## config.mk

```make
export PLATFORM = sky130hd
export DESIGN_NAME = ofs_plat_shim_ccip_mmio_rsp_arb
export DESIGN_NICKNAME = d
export VERILOG_FILES = /design/src/rtl/ofs_plat_ccip_mmio_rsp_pkg.sv /design/src/rtl/ofs_plat_prim_rr_arb.sv /design/src/rtl/ofs_plat_shim_ccip_mmio_rsp_arb.sv
export SDC_FILE = /design/constraint.sdc
export NUM_CORES = 1
export LEC_CHECK = 0
export BUFFER_PORTS_ARGS = -buffer_cell sky130_fd_sc_hd__buf_2
export CAP_MARGIN = 0
export CORE_MARGIN = 2
export CORE_UTILIZATION = 30
export DETAILED_ROUTE_END_ITERATION = 6
export PLACE_DENSITY = 0.52
export SYNTH_ARGS = -nofsm -noshare
export SYNTH_HDL_FRONTEND = slang
export SYNTH_SLANG_ARGS = --single-unit
```

## constraint.sdc

```tcl
create_clock -name clk -period 5.9 [get_ports clk]
set_input_delay 0.59 -clock clk [delete_from_list [all_inputs] [get_ports clk]]
set_output_delay 0.59 -clock clk [all_outputs]
set_load 0.03 [all_outputs]
```

## src/rtl/ofs_plat_ccip_mmio_rsp_pkg.sv

```systemverilog
// Shared definitions for the CCI-P MMIO read-response shims.
//   t_mmio_rsp        : one MMIO read response (tid + data) at default widths
//   MMIO_RSP_MAX_SRC  : largest number of responders a shim may merge
//   rr_ptr_width()    : width of a round-robin pointer over n requesters
//                       (never less than one bit)
package ofs_plat_ccip_mmio_rsp_pkg;

  localparam int MMIO_RSP_MAX_SRC    = 16;
  localparam int MMIO_RSP_TID_WIDTH  = 9;
  localparam int MMIO_RSP_DATA_WIDTH = 64;

  typedef struct packed {
    logic [MMIO_RSP_TID_WIDTH-1:0]  tid;
    logic [MMIO_RSP_DATA_WIDTH-1:0] data;
  } t_mmio_rsp;

  function automatic int rr_ptr_width(input int n);
    return (n > 1) ? $clog2(n) : 1;
  endfunction

endpackage

```

## src/rtl/ofs_plat_prim_rr_arb.sv

```systemverilog
// Round-robin arbiter with an internal last-grant pointer.
//   clk, reset : clock and synchronous active-high reset
//   req        : request vector, one bit per requester
//   en         : when low no grant is issued and the pointer holds
//   grant      : one-hot grant (all zero when nothing is requested)
//   grant_idx  : binary index of the granted requester
// The search starts one past the last winner and wraps at NUM_REQ-1 -> 0,
// so non-power-of-two sizes never visit a nonexistent requester.
module ofs_plat_prim_rr_arb
  import ofs_plat_ccip_mmio_rsp_pkg::*;
#(
  parameter int NUM_REQ = 4
) (
  input  logic                              clk,
  input  logic                              reset,
  input  logic [NUM_REQ-1:0]                req,
  input  logic                              en,
  output logic [NUM_REQ-1:0]                grant,
  output logic [rr_ptr_width(NUM_REQ)-1:0]  grant_idx
);

  localparam int PTR_W = rr_ptr_width(NUM_REQ);

  logic [PTR_W-1:0] last_q, last_d;
  logic [PTR_W:0]   sum;
  logic [PTR_W-1:0] cand;
  logic             found;

  always_comb begin
    grant     = '0;
    grant_idx = '0;
    found     = 1'b0;
    sum       = '0;
    cand      = '0;
    // Visit last+1 .. last+NUM_REQ (mod NUM_REQ); first requester wins.
    for (int off = 1; off <= NUM_REQ; off++) begin
      sum = {1'b0, last_q} + (PTR_W+1)'(off);
      if (sum >= (PTR_W+1)'(NUM_REQ)) begin
        sum = sum - (PTR_W+1)'(NUM_REQ);
      end
      cand = sum[PTR_W-1:0];
      if (!found && en && req[cand]) begin
        found       = 1'b1;
        grant[cand] = 1'b1;
        grant_idx   = cand;
      end
    end
    last_d = found ? grant_idx : last_q;
  end

  always_ff @(posedge clk) begin
    if (reset) begin
      // Pointing at the top requester gives requester 0 first priority.
      last_q <= PTR_W'(NUM_REQ - 1);
    end else begin
      last_q <= last_d;
    end
  end

endmodule

```

## src/rtl/ofs_plat_shim_ccip_mmio_rsp_arb.sv

```systemverilog
// Merges NUM_SRC MMIO read-response streams onto the single CCI-P c2 channel.
//   clk, reset     : clock and synchronous active-high reset
//   src_valid/ready: per-source handshake; a response moves when both are
//                    high at a clock edge. src_ready[i] = !hold_valid[i] ||
//                    grant[i], never looks at src_valid, and is low in reset.
//   src_tid/data   : per-source payload, source i at [i*W +: W]
//   c2_mmioRdValid : registered response valid toward the FIU (no backpressure)
//   c2_tid/c2_data : registered response payload, held while valid is low
//   busy           : any holding register occupied or c2 valid high
// Each source owns a one-entry holding register; a round-robin arbiter moves
// one held entry per cycle into the c2 output register. A source granted in
// the same cycle it presents a new response reloads its holding register, so
// a lone streaming source sustains one response per cycle.
module ofs_plat_shim_ccip_mmio_rsp_arb
  import ofs_plat_ccip_mmio_rsp_pkg::*;
#(
  parameter int NUM_SRC    = 4,
  parameter int TID_WIDTH  = 9,
  parameter int DATA_WIDTH = 64
) (
  input  logic                            clk,
  input  logic                            reset,
  input  logic [NUM_SRC-1:0]              src_valid,
  input  logic [NUM_SRC*TID_WIDTH-1:0]    src_tid,
  input  logic [NUM_SRC*DATA_WIDTH-1:0]   src_data,
  output logic [NUM_SRC-1:0]              src_ready,
  output logic                            c2_mmioRdValid,
  output logic [TID_WIDTH-1:0]            c2_tid,
  output logic [DATA_WIDTH-1:0]           c2_data,
  output logic                            busy
);

  localparam int PTR_W = rr_ptr_width(NUM_SRC);

  logic [NUM_SRC-1:0]    hold_valid_q, hold_valid_d;
  logic [TID_WIDTH-1:0]  hold_tid_q  [NUM_SRC];
  logic [TID_WIDTH-1:0]  hold_tid_d  [NUM_SRC];
  logic [DATA_WIDTH-1:0] hold_data_q [NUM_SRC];
  logic [DATA_WIDTH-1:0] hold_data_d [NUM_SRC];

  logic                  c2_valid_q, c2_valid_d;
  logic [TID_WIDTH-1:0]  c2_tid_q, c2_tid_d;
  logic [DATA_WIDTH-1:0] c2_data_q, c2_data_d;

  logic [NUM_SRC-1:0]    grant;
  logic [PTR_W-1:0]      grant_idx;
  logic [NUM_SRC-1:0]    xfer;
  logic                  arb_en;

  // Arbitration is suppressed in reset so nothing is committed to c2 from
  // state that is about to be discarded.
  assign arb_en = !reset;

  ofs_plat_prim_rr_arb #(
    .NUM_REQ (NUM_SRC)
  ) u_arb (
    .clk       (clk),
    .reset     (reset),
    .req       (hold_valid_q),
    .en        (arb_en),
    .grant     (grant),
    .grant_idx (grant_idx)
  );

  always_comb begin
    src_ready = reset ? '0 : (~hold_valid_q | grant);
    xfer      = src_valid & src_ready;
  end

  always_comb begin
    hold_valid_d = hold_valid_q;
    hold_tid_d   = hold_tid_q;
    hold_data_d  = hold_data_q;
    for (int i = 0; i < NUM_SRC; i++) begin
      if (xfer[i]) begin
        // Covers both an empty slot and a reload alongside its own grant.
        hold_valid_d[i] = 1'b1;
        hold_tid_d[i]   = src_tid[i*TID_WIDTH +: TID_WIDTH];
        hold_data_d[i]  = src_data[i*DATA_WIDTH +: DATA_WIDTH];
      end else if (grant[i]) begin
        hold_valid_d[i] = 1'b0;
      end
    end

    c2_valid_d = |grant;
    c2_tid_d   = c2_tid_q;
    c2_data_d  = c2_data_q;
    if (|grant) begin
      c2_tid_d  = hold_tid_q[grant_idx];
      c2_data_d = hold_data_q[grant_idx];
    end
  end

  always_ff @(posedge clk) begin
    if (reset) begin
      hold_valid_q <= '0;
      for (int i = 0; i < NUM_SRC; i++) begin
        hold_tid_q[i]  <= '0;
        hold_data_q[i] <= '0;
      end
      c2_valid_q <= 1'b0;
      c2_tid_q   <= '0;
      c2_data_q  <= '0;
    end else begin
      hold_valid_q <= hold_valid_d;
      hold_tid_q   <= hold_tid_d;
      hold_data_q  <= hold_data_d;
      c2_valid_q   <= c2_valid_d;
      c2_tid_q     <= c2_tid_d;
      c2_data_q    <= c2_data_d;
    end
  end

  assign c2_mmioRdValid = c2_valid_q;
  assign c2_tid         = c2_tid_q;
  assign c2_data        = c2_data_q;
  assign busy           = (|hold_valid_q) | c2_valid_q;

endmodule

```

==> results of run 1 <==
## cell type report
type / instances / share of cell area [%]
flip-flops and latches: 372 / 36.1
clock inverters: 9 / 0.626
diodes: 6 / 0.0729
inverters: 13 / 0.237
clock buffers: 68 / 6.27
multi-input cells: 883 / 42.2
repair buffers: 391 / 9.91
well taps: 748 / 4.54
## where the power goes
group          internal [mW]  switching, mW  leakage (nW)
combinational           1.65           1.94          5.07
clock                   1.60           1.10         0.696
sequential              3.01          0.238          3.06
total                   6.25           3.28          8.83
## synthesized netlist by cell type (2+ instances only)
cell type,n
a21oi_1,7
a211oi_1,4
o2111ai_1,2
mux2_2,367
o31ai_1,4
buf_2,40
buf_8,4
nor2b_1,365
or4_1,2
nor2_1,16
nand3b_1,4
buf_1,2
nand3_1,4
ha_1,8
nor3b_1,5
inv_1,13
mux4_2,73
nor3_1,2
dfxtp_1,372
buf_6,5
clkbuf_1,41
buf_4,10
mux4_1,3
nand2_1,6
mux2i_1,3
## registers in the layout (all words and copies together) (netlist names)
register,count
c2_data,64
c2_mmioRdValid,1
hold_data_q,256
hold_valid_q,4
c2_tid,9
u_arb.last_q,2
hold_tid_q,36
## cells by family (layout without fill, tap and decap cells)
logic type | count (synthesis) | count (layout)
buffers and inverters | 115 | 481
AOI/OAI and AO/OA | 22 | 22
adders and majority gates | 8 | 8
other | 0 | 6
muxes | 446 | 446
and+or+nand+nor | 407 | 407
DFF | 372 | 372
## final timing paths
path,startpoint,endpoint,slack (ps),depth (start not counted)
worst max-delay path,u_arb.last_q[0]$_SDFFE_PP1P_,src_ready[0],1580,7
worst min-delay path,src_tid[13],hold_tid_q[22]$_SDFFE_PP0P_,230,2
worst max register to register,u_arb.last_q[0]$_SDFFE_PP1P_,c2_data[62]$_SDFFE_PP0P_,1680,8
worst min register to register,hold_data_q[245]$_SDFFE_PP0P_,hold_data_q[245]$_SDFFE_PP0P_,590,2
## worst max-delay path: cells and delay by family (launching register included)
family	cells	cell delay, ps
AO/OA/AOI/OAI	1	500
adder cells (fa/ha/maj)	1	440
buffers and inverters	2	500
flip-flops	1	610
multiplexers	2	1050
AND/OR/NAND/NOR	1	80
## metal layers
layer	global-route usage [%]	up-vias	share of wire [%]
li1	-	5434	-
met1	18.4	5518	41
met2	27.6	273	49
met4	4.63	22	2.1
met5	0	-	0.33
met3	5.15	90	7.1
==> impl_metrics.env, run 1 <==
export IMPL_grt_usage_pct=15.8
export IMPL_dpl_cell_count=2407
export IMPL_final_area_um2=20600
export IMPL_relSlewSlack_pct=33.5
export IMPL_post_route_period_util_pct=73.3
export IMPL_fin_setup_tns_ps=0
export IMPL_core_area_um2=55100
export IMPL_detail_route_wl_per_cell_um=18.7
export IMPL_io_buffers=376
export IMPL_yosys_area_share_simple_pct=15.0
export IMPL_synth_compound_area_share_pct=0.997
export IMPL_slowest_delay_ps=660
export IMPL_antenna_found_initial=15
export IMPL_first_pass_iters=4
export IMPL_fmax_mhz=231
export IMPL_crit_fanout=13
export IMPL_clockBufferDepth=3
export IMPL_clkTransAtPathRegs_ps=60
export IMPL_htree_levels=2
export IMPL_cp_arrival_ps=3730
export IMPL_layout_setup_ws_ps=1580
export IMPL_grt_ovfl_total=0
export IMPL_die_area_um2=57600
export IMPL_syn_nets=1676
export IMPL_finalSetupViolations=0
export IMPL_ys_seq_area_share_pct=44.6
export IMPL_async_flop_share_pct=0
export IMPL_slew_violations=0
export IMPL_finish_utilization_pct=37.4
export IMPL_via_per_inst=4.55
export IMPL_synth_top_area_share_pct=44.6
export IMPL_drt_wl_total_um=46500
export IMPL_cts_resized=0
export IMPL_hold_ws_ps=232
export IMPL_netlist_area_um2=16700
export IMPL_antenna_left=0
export IMPL_drc_errors=0
export IMPL_syn2layout_area_growth_pct=23.4
export IMPL_synth_fa_ha_area_share_pct=0.599
export IMPL_total_power_mw=9.53
export IMPL_syn_avg_cell_area_um2=12.2
export IMPL_critical_path_class="reg2out"
export IMPL_first_iter_violations=367
export IMPL_cts_tree="done"
export IMPL_synth_xor_area_share_pct=0
export IMPL_ys_ff_latch=372
export IMPL_synthTopCellsByArea="dfxtp_1 45%, mux2_2 25%, nor2b_1 14%, mux4_2 9.8%, buf_2 1.2%"
export IMPL_min_period_ps=4320
export IMPL_power_density_nw_per_um2=463
export IMPL_grt_pass1_vias=11900
export IMPL_hold_viol=0
export IMPL_final_cell_mix="375 x buf_2, 372 x dfxtp_1, 367 x mux2_2, 365 x nor2b_1, 73 x mux4_2"
export IMPL_synth_top_family_by_area="multiplexers"
export IMPL_synth_edff_count=0
export IMPL_maxCapViolCount=0
export IMPL_cts_hold_buf=0
export IMPL_die_h_um=240
export IMPL_fillers=5531
export IMPL_status="complete, no violations"
export IMPL_synth_area_leader_cell="dfxtp_1"
export IMPL_cts_setup_buffers=0
export IMPL_synth_distinct_cells=33
export IMPL_num_rows=86
export IMPL_crit_chain="inv_1, ha_1, mux4_2, mux2_2, a211oi_1, nor2_1, buf_2"
export IMPL_p_leak_nw=8.83
export IMPL_nets=2011
export IMPL_die_w_um=240
export IMPL_cts_made_buffers=44
export IMPL_synth_cells=1370
export IMPL_yosys_warnings=0
export IMPL_final_common_cell="buf_2"
export IMPL_vdd_drop_max_mv=0.555
export IMPL_root_buffer="clkbuf_16"
export IMPL_initial_utilization_pct=30.3
export IMPL_clock_sinks=372
export IMPL_io_pins=377
export IMPL_required_ps=5310
export IMPL_grt_max_degree=121
export IMPL_hpwlAfterDp_um=29900
export IMPL_drive_above_1_share_pct=52.0
export IMPL_clock_skew_ps=21.3
export IMPL_hp_class="in2reg"
export IMPL_synthMuxAreaShare_pct=35.2
export IMPL_synth_main_ff_cell="dfxtp_1"
export IMPL_cp_start_kind="flip-flop"
export IMPL_multi_input_area_um2=8690
export IMPL_regArea_um2=7450
export IMPL_slowest_stage="mux4_2"
export IMPL_tightestPinTransition_ps=997
export IMPL_grt_pass1_wl_um=69500
export IMPL_insertion_delay_ps=580
export IMPL_routabilityCongestion=0.779
export IMPL_placed_area_um2=19200
export IMPL_cp_end_kind="output port"
export IMPL_rsz0062_at_grt="no"
export IMPL_vias=11300
export IMPL_post_place_ws_ps=1650
export IMPL_stdcell_count=2490
Note: power is estimated with default switching activity, not from simulation.
==> run 2, diff against run 1 <==
Clock period 5.9 ns to 4.3 ns, I/O delays scaled along.
==> impl_metrics.env, run 2 (synthesis gave the netlist of run 1 again) <==
export IMPL_via_per_inst=4.53
export IMPL_drive_above_1_share_pct=52.1
export IMPL_rsz0062_at_grt="no"
export IMPL_core_area_um2=55100
export IMPL_clock_sinks=372
export IMPL_first_pass_iters=4
export IMPL_final_common_cell="buf_2"
export IMPL_clkTransAtPathRegs_ps=60
export IMPL_vdd_drop_max_mv=0.576
export IMPL_relSlewSlack_pct=30.7
export IMPL_grt_pass1_wl_um=69700
export IMPL_p_leak_nw=8.94
export IMPL_grt_max_degree=178
export IMPL_critical_path_class="reg2out"
export IMPL_antenna_left=0
export IMPL_hpwlAfterDp_um=30900
export IMPL_cts_tree="done"
export IMPL_finalSetupViolations=0
export IMPL_root_buffer="clkbuf_16"
export IMPL_hold_viol=0
export IMPL_routabilityCongestion=0.750
export IMPL_power_density_nw_per_um2=646
export IMPL_grt_usage_pct=15.8
export IMPL_final_area_um2=20900
export IMPL_clock_skew_ps=26.6
export IMPL_placed_area_um2=19300
export IMPL_top_layer_used="met5"
export IMPL_htree_levels=2
export IMPL_post_place_ws_ps=489
export IMPL_top_register="hold_data_q"
export IMPL_maxCapViolCount=0
export IMPL_met2WireLength_um=22800
export IMPL_final_cell_mix="375 x buf_2, 372 x dfxtp_1, 367 x mux2_2, 365 x nor2b_1, 73 x mux4_2"
export IMPL_nets=2018
export IMPL_slew_violations=0
export IMPL_cp_end_kind="output port"
export IMPL_multi_input_area_um2=8690
export IMPL_grt_ovfl_total=0
export IMPL_cts_made_buffers=45
export IMPL_clockBufferDepth=3
export IMPL_dpl_cell_count=2413
export IMPL_syn2layout_area_growth_pct=24.9
export IMPL_io_pins=377
export IMPL_insertion_delay_ps=570
export IMPL_initial_utilization_pct=30.3
export IMPL_stdcell_count=2504
export IMPL_fmax_mhz=251
export IMPL_post_route_period_util_pct=92.6
export IMPL_io_buffers=376
export IMPL_die_h_um=240
export IMPL_drc_errors=0
export IMPL_cp_arrival_ps=3550
export IMPL_die_area_um2=57600
export IMPL_required_ps=3870
export IMPL_first_iter_violations=317
export IMPL_crit_fanout=13
export IMPL_cts_resized=0
export IMPL_fillers=5516
export IMPL_fin_setup_tns_ps=0
export IMPL_antenna_found_initial=22
export IMPL_grt_pass1_vias=11900
export IMPL_largest_reg_flops=256
export IMPL_layout_setup_ws_ps=319
export IMPL_status="complete, no violations"
export IMPL_detail_route_wl_per_cell_um=18.5
export IMPL_whs_path_depth=2
export IMPL_cts_setup_buffers=0
export IMPL_reg2regPathDepth=9
export IMPL_cp_start_kind="flip-flop"
export IMPL_hp_class="in2reg"
export IMPL_route_met3_wl_um=3150
export IMPL_num_rows=86
export IMPL_vias=11300
export IMPL_hold_ws_ps=83.2
export IMPL_tightestPinTransition_ps=1040
export IMPL_min_period_ps=3980
export IMPL_regArea_um2=7450
export IMPL_cts_hold_buf=0
export IMPL_die_w_um=240
export IMPL_wl_met1_um=19100
export IMPL_drt_wl_total_um=46300
==> run 2: changes by cell type in the layout (fill, tap and decap cells not counted), sizes merged <==
cell,delta
clkbuf,-1
bufinv,+4
inv,-3
diode,+5
clkinv,+3
buf,+6
==> run 2: worst paths after layout <==
path,start,to,slack (ps)
hold reg to reg,c2_data[3]$_SDFFE_PP0P_,c2_data[3]$_SDFFE_PP0P_,600
hold / removal,src_tid[8],hold_tid_q[35]$_SDFFE_PP0P_,80
setup / recovery,u_arb.last_q[1]$_SDFFE_PP1P_,src_ready[0],320
setup reg to reg,u_arb.last_q[1]$_SDFFE_PP1P_,c2_data[43]$_SDFFE_PP0P_,490
==> run 2: where the power goes <==
part           switching, mW  internal (mW)
combinational           2.69           2.42
clock                   1.49           2.41
sequential             0.333           4.13
==> run 2: worst max-delay path: stages, from the launching register on <==
cell and delay [ps]:
dfxtp_1 550, inv_1 190, ha_1 420, mux4_2 670
mux2_2 380, a211oi_1 460, nor2_1 110, buf_2 220
==> run 2: cell type report <==
type,count,area share (%)
sequential,372,35.7
timing repair buffer,397,10.5
multi-input combinational,883,41.7
tap,748,4.49
inverter,13,0.234
antenna,11,0.132
clock buffer,67,6.14
clock inverter,13,1.09
==> run 2: metrics by stage <==
stage	total power [mW]	utilization, %
after floorplan	8.30	-
after global placement	9.68	35.1
after detailed placement	9.73	35.1
after CTS	13.7	37.8
after global routing	14.2	37.8
final	13.5	37.9
==> run 2: per-layer routing <==
layer	vias to the layer above	track usage, %
li1	5471	-
met1	5491	18.6
met2	271	27.3
met3	90	4.88
met4	24	5.31
met5	-	0
